**src/rtl/mips_run_controller.sv**
```systemverilog
// -----------------------------------------------------------------------------
// mips_run_controller
//
// Sequences a single-cycle mips_core. Owns the PC register that feeds the
// core's pcIn and, after a programmable settle window, commits the core's
// pcOut back into it. A run/step/halt FSM decides when the next instruction
// may commit and records why execution stopped.
//
// Parameters
//   ADDR_W        PC / result width
//   RESET_PC      pcIn value after reset
//   SETTLE_CYCLES idle cycles before each commit (0 behaves as 1)
//   CNT_W         width of stepCount and maxSteps
//
// Ports
//   clock, reset_n           clock (rising edge), async active-low reset
//   start                    pulse: begin a run from current pcIn (IDLE/HALT)
//   stop                     pulse: halt once the in-flight instruction commits
//   stepMode                 1 = wait for stepReq between instructions
//   stepReq                  pulse: execute one instruction while waiting
//   maxSteps                 halt after this many commits, 0 = unlimited
//   pcOut, result            next PC and result bus from the core
//   pcIn                     registered PC to the core
//   coreEn                   high only in the commit cycle (core writes)
//   resultLatched            result captured at the last commit
//   stepCount                commits since last start, saturating
//   running, halted          state decode
//   haltCause                000 none, 001 stop, 010 maxSteps,
//                            011 self-loop, 100 breakpoint
//
// Optional feature: define MIPS_RUN_BREAKPOINT_EN to add bpValid/bpAddr
// inputs; a commit whose pcOut equals bpAddr halts with cause 100 before
// the instruction at bpAddr executes.
// -----------------------------------------------------------------------------
module mips_run_controller #(
    parameter int unsigned       ADDR_W        = 32,
    parameter logic [ADDR_W-1:0] RESET_PC      = '0,
    parameter int unsigned       SETTLE_CYCLES = 2,
    parameter int unsigned       CNT_W         = 16
) (
    input  logic              clock,
    input  logic              reset_n,
    input  logic              start,
    input  logic              stop,
    input  logic              stepMode,
    input  logic              stepReq,
    input  logic [CNT_W-1:0]  maxSteps,
    input  logic [ADDR_W-1:0] pcOut,
    input  logic [ADDR_W-1:0] result,
`ifdef MIPS_RUN_BREAKPOINT_EN
    input  logic              bpValid,
    input  logic [ADDR_W-1:0] bpAddr,
`endif
    output logic [ADDR_W-1:0] pcIn,
    output logic              coreEn,
    output logic [ADDR_W-1:0] resultLatched,
    output logic [CNT_W-1:0]  stepCount,
    output logic              running,
    output logic              halted,
    output logic [2:0]        haltCause
);

    localparam int unsigned SETTLE_EFF = (SETTLE_CYCLES == 0) ? 1 : SETTLE_CYCLES;
    localparam int unsigned SCNT_W     = $clog2(SETTLE_EFF + 1);
    // Counter counts down to zero, so SETTLE lasts exactly SETTLE_EFF cycles.
    localparam logic [SCNT_W-1:0] SETTLE_LOAD = SCNT_W'(SETTLE_EFF - 1);

    typedef enum logic [2:0] {
        S_IDLE,
        S_SETTLE,
        S_COMMIT,
        S_WAIT,
        S_HALT
    } state_t;

    typedef enum logic [2:0] {
        CAUSE_NONE  = 3'b000,
        CAUSE_STOP  = 3'b001,
        CAUSE_MAX   = 3'b010,
        CAUSE_LOOP  = 3'b011,
        CAUSE_BREAK = 3'b100
    } cause_t;

    state_t            state;
    logic [SCNT_W-1:0] settle_cnt;
    logic              stop_pending;
    logic              step_mode_l;
    logic [CNT_W-1:0]  max_steps_l;
    logic [CNT_W-1:0]  step_inc;
    logic [CNT_W-1:0]  step_sat;
    logic              bp_hit;

    assign step_inc = stepCount + CNT_W'(1);
    assign step_sat = (&stepCount) ? stepCount : step_inc;

`ifdef MIPS_RUN_BREAKPOINT_EN
    assign bp_hit = bpValid && (pcOut == bpAddr);
`else
    assign bp_hit = 1'b0;
`endif

    assign coreEn  = (state == S_COMMIT);
    assign running = (state == S_SETTLE) || (state == S_COMMIT) || (state == S_WAIT);
    assign halted  = (state == S_HALT);

    always_ff @(posedge clock or negedge reset_n) begin
        if (!reset_n) begin
            state         <= S_IDLE;
            pcIn          <= RESET_PC;
            resultLatched <= '0;
            stepCount     <= '0;
            haltCause     <= CAUSE_NONE;
            stop_pending  <= 1'b0;
            settle_cnt    <= '0;
            step_mode_l   <= 1'b0;
            max_steps_l   <= '0;
        end else begin
            case (state)
                S_IDLE, S_HALT: begin
                    if (start) begin
                        state        <= S_SETTLE;
                        settle_cnt   <= SETTLE_LOAD;
                        stepCount    <= '0;
                        haltCause    <= CAUSE_NONE;
                        step_mode_l  <= stepMode;
                        max_steps_l  <= maxSteps;
                        stop_pending <= 1'b0;
                    end
                end

                S_SETTLE: begin
                    if (stop) stop_pending <= 1'b1;
                    if (settle_cnt == '0) state <= S_COMMIT;
                    else                  settle_cnt <= settle_cnt - SCNT_W'(1);
                end

                S_COMMIT: begin
                    // The commit itself always happens; stop only picks the next state.
                    pcIn          <= pcOut;
                    resultLatched <= result;
                    stepCount     <= step_sat;
                    stop_pending  <= 1'b0;
                    if (stop_pending || stop) begin
                        state     <= S_HALT;
                        haltCause <= CAUSE_STOP;
                    end else if (bp_hit) begin
                        state     <= S_HALT;
                        haltCause <= CAUSE_BREAK;
                    end else if ((max_steps_l != '0) && (step_inc == max_steps_l)) begin
                        state     <= S_HALT;
                        haltCause <= CAUSE_MAX;
                    end else if (pcOut == pcIn) begin
                        state     <= S_HALT;
                        haltCause <= CAUSE_LOOP;
                    end else if (step_mode_l) begin
                        state <= S_WAIT;
                    end else begin
                        state      <= S_SETTLE;
                        settle_cnt <= SETTLE_LOAD;
                    end
                end

                S_WAIT: begin
                    if (stop) begin
                        state     <= S_HALT;
                        haltCause <= CAUSE_STOP;
                    end else if (stepReq) begin
                        state      <= S_SETTLE;
                        settle_cnt <= SETTLE_LOAD;
                    end
                end

                default: state <= S_IDLE;
            endcase
        end
    end

endmodule
```
**config.mk**
```make
export PLATFORM = sky130hd
export DESIGN_NAME = mips_run_controller
export DESIGN_NICKNAME = d
export VERILOG_FILES = /design/src/rtl/mips_run_controller.sv
export SDC_FILE = /design/constraint.sdc
export NUM_CORES = 1
export LEC_CHECK = 0
export ABC_AREA = 1
export CAP_MARGIN = 20
export CORE_ASPECT_RATIO = 1.75
export CORE_MARGIN = 3
export CORE_UTILIZATION = 40
export CTS_CLUSTER_SIZE = 16
export DETAILED_ROUTE_END_ITERATION = 12
export PLACE_DENSITY = 0.68
export SYNTH_ARGS = -nofsm -noshare
export SYNTH_HDL_FRONTEND = slang
export SYNTH_SLANG_ARGS = --single-unit
export TNS_END_PERCENT = 20
```
**constraint.sdc**
```tcl
create_clock -name clock -period 2.3 [get_ports clock]
set_clock_uncertainty 0.1 [all_clocks]
set_input_delay 0.575 -clock clock [delete_from_list [all_inputs] [get_ports clock]]
set_output_delay 0.575 -clock clock [all_outputs]
set_load 0.02 [all_outputs]
```
Word level (Yosys, flattened, before mapping) --
Index checks and enable logic that the tools add are counted. W data, S select, Z words.
Storage, ports and cells: register bits after elaboration 106, bits of input ports 86, word-level logic and storage cells 80, output and inout bits 86
Operators by class: reduce and logical (&&, ||, !) cells 19, multiplexer cells 30, equal/unequal tests 20, add/subtract/negate cells 2
Operators by type and width (number):
- $mux W3 | 12
- $eq A32 B32 Y1 | 1
- $mux W16 | 2
- $pmux W16 S2 | 1
- $ne A2 B2 Y1 const B | 11
- $mux W2 | 9
- $add A16 B1 Y16 const B | 1
- $eq A16 B16 Y1 | 1
- $reduce_and A16 Y1 | 1
- $reduce_bool A16 Y1 | 1
- $pmux W3 S4 | 1
- $pmux W3 S3 | 1
- $reduce_and A3 Y1 | 3
- $reduce_and A9 Y1 | 1
- $pmux W2 S4 | 1
- $eq A3 B2 Y1 const B | 2
- $reduce_bool A3 Y1 | 2
- $ne A4 B1 Y1 const B | 1
- $reduce_and A4 Y1 | 1
- $reduce_bool A4 Y1 | 1
- $eq A3 B1 Y1 const B | 1
- $eq A3 B3 Y1 const B | 1
- $logic_not A3 Y1 | 1
- $logic_or A1 B1 Y1 | 3
- 10 further kinds | 11

Logic depth before layout (Yosys ltp) --
word-level depth 6, depth in mapped cells 18, gate-level depth less buffers 18

Least setup slack after synthesis --
Ideal clock, no wire load.
path kind register to register, start register stepCount[0], end register haltCause[0], cell stages (with the launch flop) 17, buffers on the path 0, library setup time 0.117 ns, arrival 1.891 ns, data required time 2.083 ns, setup slack 0.192 ns, period minus slack after synthesis 2.108 ns, cells stage by stage dfrtp_1 ha_1 nand2_2 nor2_4 nand3_1 nand2_1 nand2_1 nand2_1 nand2_1 nor2_1 nand2_1 nor2_2 nand2_1 nand3_1 nand3_1 nand2_1 nand2_1
On the way: word-level cells in the longest chain between the ends 6, elaborated cells between the ends (all ways) 8, classes of those cells 1 x add/sub; 2 x eq/ne; 3 x mux; 2 x reduce/logical
Ends and longest elaborated chain:
- from (decl) | RTL line 57 | output logic [CNT_W-1:0] stepCount,
- from (signal assigned) | RTL line 141 | stepCount <= step_sat;
- $add A16 B1 Y16 * | RTL line 93 | assign step_inc = stepCount + CNT_W'(1);
- $eq A16 B16 Y1 * | RTL line 149 | end else if ((max_steps_l != '0) && (step_inc == max_steps_l)) begin
- $logic_and A1 B1 Y1 * | RTL line 149
- $mux W3 | RTL line 149
- $mux W3 | RTL line 143 | if (stop_pending || stop) begin
- $pmux W3 S3 | RTL line 118 | case (state)
- to (signal assigned) | RTL line 145 | haltCause <= CAUSE_STOP;
- to (signal assigned) | RTL line 148 | haltCause <= CAUSE_BREAK;
- to (signal assigned) | RTL line 151 | haltCause <= CAUSE_MAX;
- to (decl) | RTL line 60 | output logic [2:0] haltCause
Mark *: on every way between the ends. The rest lies on a longest branch, timed or not. A chain may end at the register's enable or synchronous reset.

Worst setup path after layout --
start register stepCount[1], end register settle_cnt[1]
On the way: word-level cells in the longest chain between the ends 5
Ends and longest elaborated chain:
- $add A16 B1 Y16 | RTL line 93
- $eq A16 B16 Y1 | RTL line 149
- $logic_and A1 B1 Y1 | RTL line 149
- $ne A2 B2 Y1 (no line)
- $reduce_and A9 Y1 (no line)
- to (signal assigned) | RTL line 134 | else settle_cnt <= settle_cnt - SCNT_W'(1);
- to (decl) | RTL line 85 | logic [SCNT_W-1:0] settle_cnt;
Every way passes these cells.

==> impl_metrics.py <==
metrics = {
    "timing": {
        "setup_viol": 0,
        "slew_headroom_pct": 50.4,
        "hold_viol_final": 0,
        "fin_crit_sh_pct": 98.8,
        "fmax_mhz": 440,
        "min_period_ns": 2.27,
        "whs_ns": 0.0903,
        "drv_slew": 0,
        "tightest_slew_ns": 0.744,
        "rsz0062_at_grt": "true",
    },
    "drt": {
        "ant_nets": 0,
        "routed-wl-met2_um": 8640,
        "dr.pass1.iters": 5,
        "top_layer": "met4",
        "drt_iter0_drc": 237,
        "wire_per_inst_um": 15.3,
        "viasPerCell": 4.97,
        "drt-met1-wl_um": 5830,
        "num_vias": 5277,
        "routed_wl_um": 16300,
        "wl_met3_um": 956,
        "detail_route.drc_violations": 0,
    },
    "logic_synthesis": {
        "synth_mux_area_share_pct": 0,
        "syn-cell-area_mm2": 0.00533,
        "synth_cell_types": 31,
        "synth_top_family_by_area": "simple AND/OR/NAND/NOR gates",
        "yosysSeqAreaShare_pct": 49.3,
        "synth_simple_gate_area_share_pct": 33.8,
        "yosysWarnings": 0,
        "syn_nets": 790,
        "synthCells": 702,
        "synth_compound_area_share_pct": 5.07,
        "syn_avg_cell_area_um2": 7.59,
        "synth_xor_area_share_pct": 4.69,
        "ys_ff_latch": 105,
        "synth_adder_area_share_pct": 0.469,
    },
    "floorplanning": {
        "row_count": 55,
        "initial_core_util_pct": 41.0,
        "dieArea_mm2": 0.0148,
        "ios": 172,
        "die_h_um": 159,
        "fp.coreArea_mm2": 0.0130,
        "die_w_um": 93.3,
    },
    "clock_tree": {
        "h-tree-depth": 3,
        "root_buffer": "clkbuf_16",
        "cts_max_path_buffers": 2,
        "cts.sinks": 105,
        "cts_tree": "built",
        "cts_buffers": 9,
        "clk_latency_ns": 0.35,
        "path_clk_slew_ns": 0.08,
    },
    "power_and_ir_drop": {
        "cellPowerDensity_mw_per_mm2": 1230,
        "p_leak_nw": 3.67,
        "ir_worst_vdd_mv": 0.707,
    },
    "grt": {
        "grt_use_total_pct": 22.3,
        "grt_antenna_before_repair": 0,
        "first_global_vias": 5546,
        "grt_pass1_wl_um": 26600,
        "grt_overflow": 0,
        "grt_start_max_net_pins": 72,
    },
    "critical_path": {
        "worstPathCellList": "ha_4, nand2_4, nor2_4, buf_12, buf_6, nand2_2, nand2_1, nand3_1, nand2_1, inv_1, nand2_1, nor2_1, nand2_1, nor2_2, nand2_2, nand2_2, nand2_4, nand4_1, nand2_1",
        "path_max_fanout": 8,
        "max_stage_delay_ns": 0.43,
        "critical_path_arrival_ns": 2.40,
        "crit_buf_inv": 3,
        "start_kind": "register",
        "worstPathRequired_ns": 2.43,
        "crit_top_cell": "nand2_1",
        "cpLargestDelayFamily": "simple AND/OR/NAND/NOR gates",
        "worstSetupPathType": "register to register",
        "crit_path_top_delay_cell": "dfrtp_1",
        "end_kind": "register",
    },
    "final_layout": {
        "final_util_pct": 59.9,
        "fin_nets": 973,
        "nFillCells": 1177,
        "drive_gt1_share_pct": 9.10,
        "n_antenna_cell": 0,
        "area_growth_pct": 46.1,
    },
    "outcome": {
        "status": "finished, final reports clean",
    },
    "flow_run": {
        "cap_violations": 0,
    },
    "placed_design": {
        "dp_hpwl_um": 12300,
        "port_buffers": 170,
        "gp_congestion": 0.929,
    },
    "hold_path": {
        "hold_path_class": "input pin to async pin",
    },
}
[through the flow]
stage | setup TNS, ns | instance area (um2) | power, mW | instances | setup WS [ns]
final | 0 | 7790 | 9.54 | 1061 | 0.0284
after CTS | 0 | 7620 | 9.57 | 1054 | 0.0221
after floorplan | 0 | 5330 | 5.65 | 702 | 0.192
after global placement | -0.617 | 7290 | 7.68 | 1038 | -0.115
after detailed placement | -0.989 | 7290 | 7.80 | 1038 | -0.172
after global routing | -0.789 | 7790 | 10.2 | 1061 | -0.145
[logic make-up (layout without fill, tap and decap cells)]
kind of cell,count (synthesis),in the layout
buffers and inverters,90,278
AO/OA/AOI/OAI,49,49
flip-flops,105,105
XOR/XNOR,27,27
adder cells (fa/ha/maj),2,2
AND/OR/NAND/NOR,428,428
other,1,1
[sequential cells by signal, indices dropped and copies added, names as in the netlist]
signal and flops:
haltCause 2, max_steps_l 16, pcIn 32, resultLatched 32, settle_cnt 2, state 3, stepCount 16, step_mode_l 1
stop_pending 1
[placed cells by master, fill, tap and decap left out, types with 2 or more instances in the layout]
cell and count:
bufinv_16 2, xor2_1 3, inv_8 2, nand2_2 12, nand4_1 22, nor3_1 7
nor2_1 32, dlygate4sd2_1 2, o21ai_0 31, buf_4 15, nor2_4 6, clkbuf_16 9
nand3_1 35, nand2_4 3, buf_12 2, or2_2 5, inv_1 68, nor2_2 4
dfrtp_2 3, dfrtp_1 102, o22ai_1 10, nand3_2 5, xnor2_1 23, a21oi_1 5
nand2_1 295, buf_6 6, clkinv_4 2, clkdlybuf4s50_1 167
[final timing paths]
| path | slack, ns | startpoint | cells past startpoint | endpoint |
|---|---|---|---|---|
| worst max-delay path | 0.03 | stepCount[1] | 19 | settle_cnt[1] |
| worst min-delay path | 0.09 | reset_n | 1 | max_steps_l[11] |
| worst max register to register | 0.03 | stepCount[1] | 19 | settle_cnt[1] |
| worst min register to register | 0.38 | resultLatched[19] | 2 | resultLatched[19] |
| max in group asynchronous | 1.34 | reset_n | 2 | stepCount[5] |
| min in group clock | 0.38 | resultLatched[19] | 2 | resultLatched[19] |
[synthesized netlist by cell type (all sizes together)]
master / number / area (um2)
clkbuf: 15 / 56.3
buf: 5 / 28.8
nor3: 8 / 40.0
nor4: 1 / 6.26
ha: 2 / 25.0
clkinv: 1 / 5.00
conb: 1 / 3.75
o2111ai: 1 / 8.76
xnor3: 1 / 22.5
nand2: 310 / 1190
xor2: 3 / 26.3
nor2: 42 / 190
dfrtp: 105 / 2630
or2: 5 / 31.3
o22ai: 10 / 62.6
a21oi: 5 / 25.0
nand3: 40 / 205
o2111a: 1 / 11.3
nand4: 22 / 138
o211ai: 1 / 7.51
xnor2: 23 / 201
inv: 69 / 259
o21ai: 31 / 155
[where the power goes]
part	switching, mW	internal [mW]	total [mW]
clock network	0.753	0.979	1.73
logic	2.57	2.02	4.59
registers	0.604	2.62	3.22
total	3.93	5.62	9.54
[layer usage]
metal	global-route usage, %	vias up
met5	0	-
met4	12.7	0
met3	4.17	58
met2	40.0	196
met1	23.7	2456
li1	-	2567
[final cells by class]
cell class	instances	area (um2)	share of cell area, %
clock buffer	9	225	2.89
clock inverter	7	109	1.40
inverter	70	264	3.39
multi-input combinational	507	2440	31.3
sequential	105	2630	33.8
tap	171	214	2.75
timing repair buffer	192	1910	24.5
[repair_timing]
action / CTS / global route
gates cloned: 0 / 0
endpoints found under the setup margin: 2 / 9
pin swaps: 0 / 14
buffers inserted: 0 / 7
resized for setup: 2 / 27
hold buffers: 0 / 0
(Power assumes the default switching activity.)
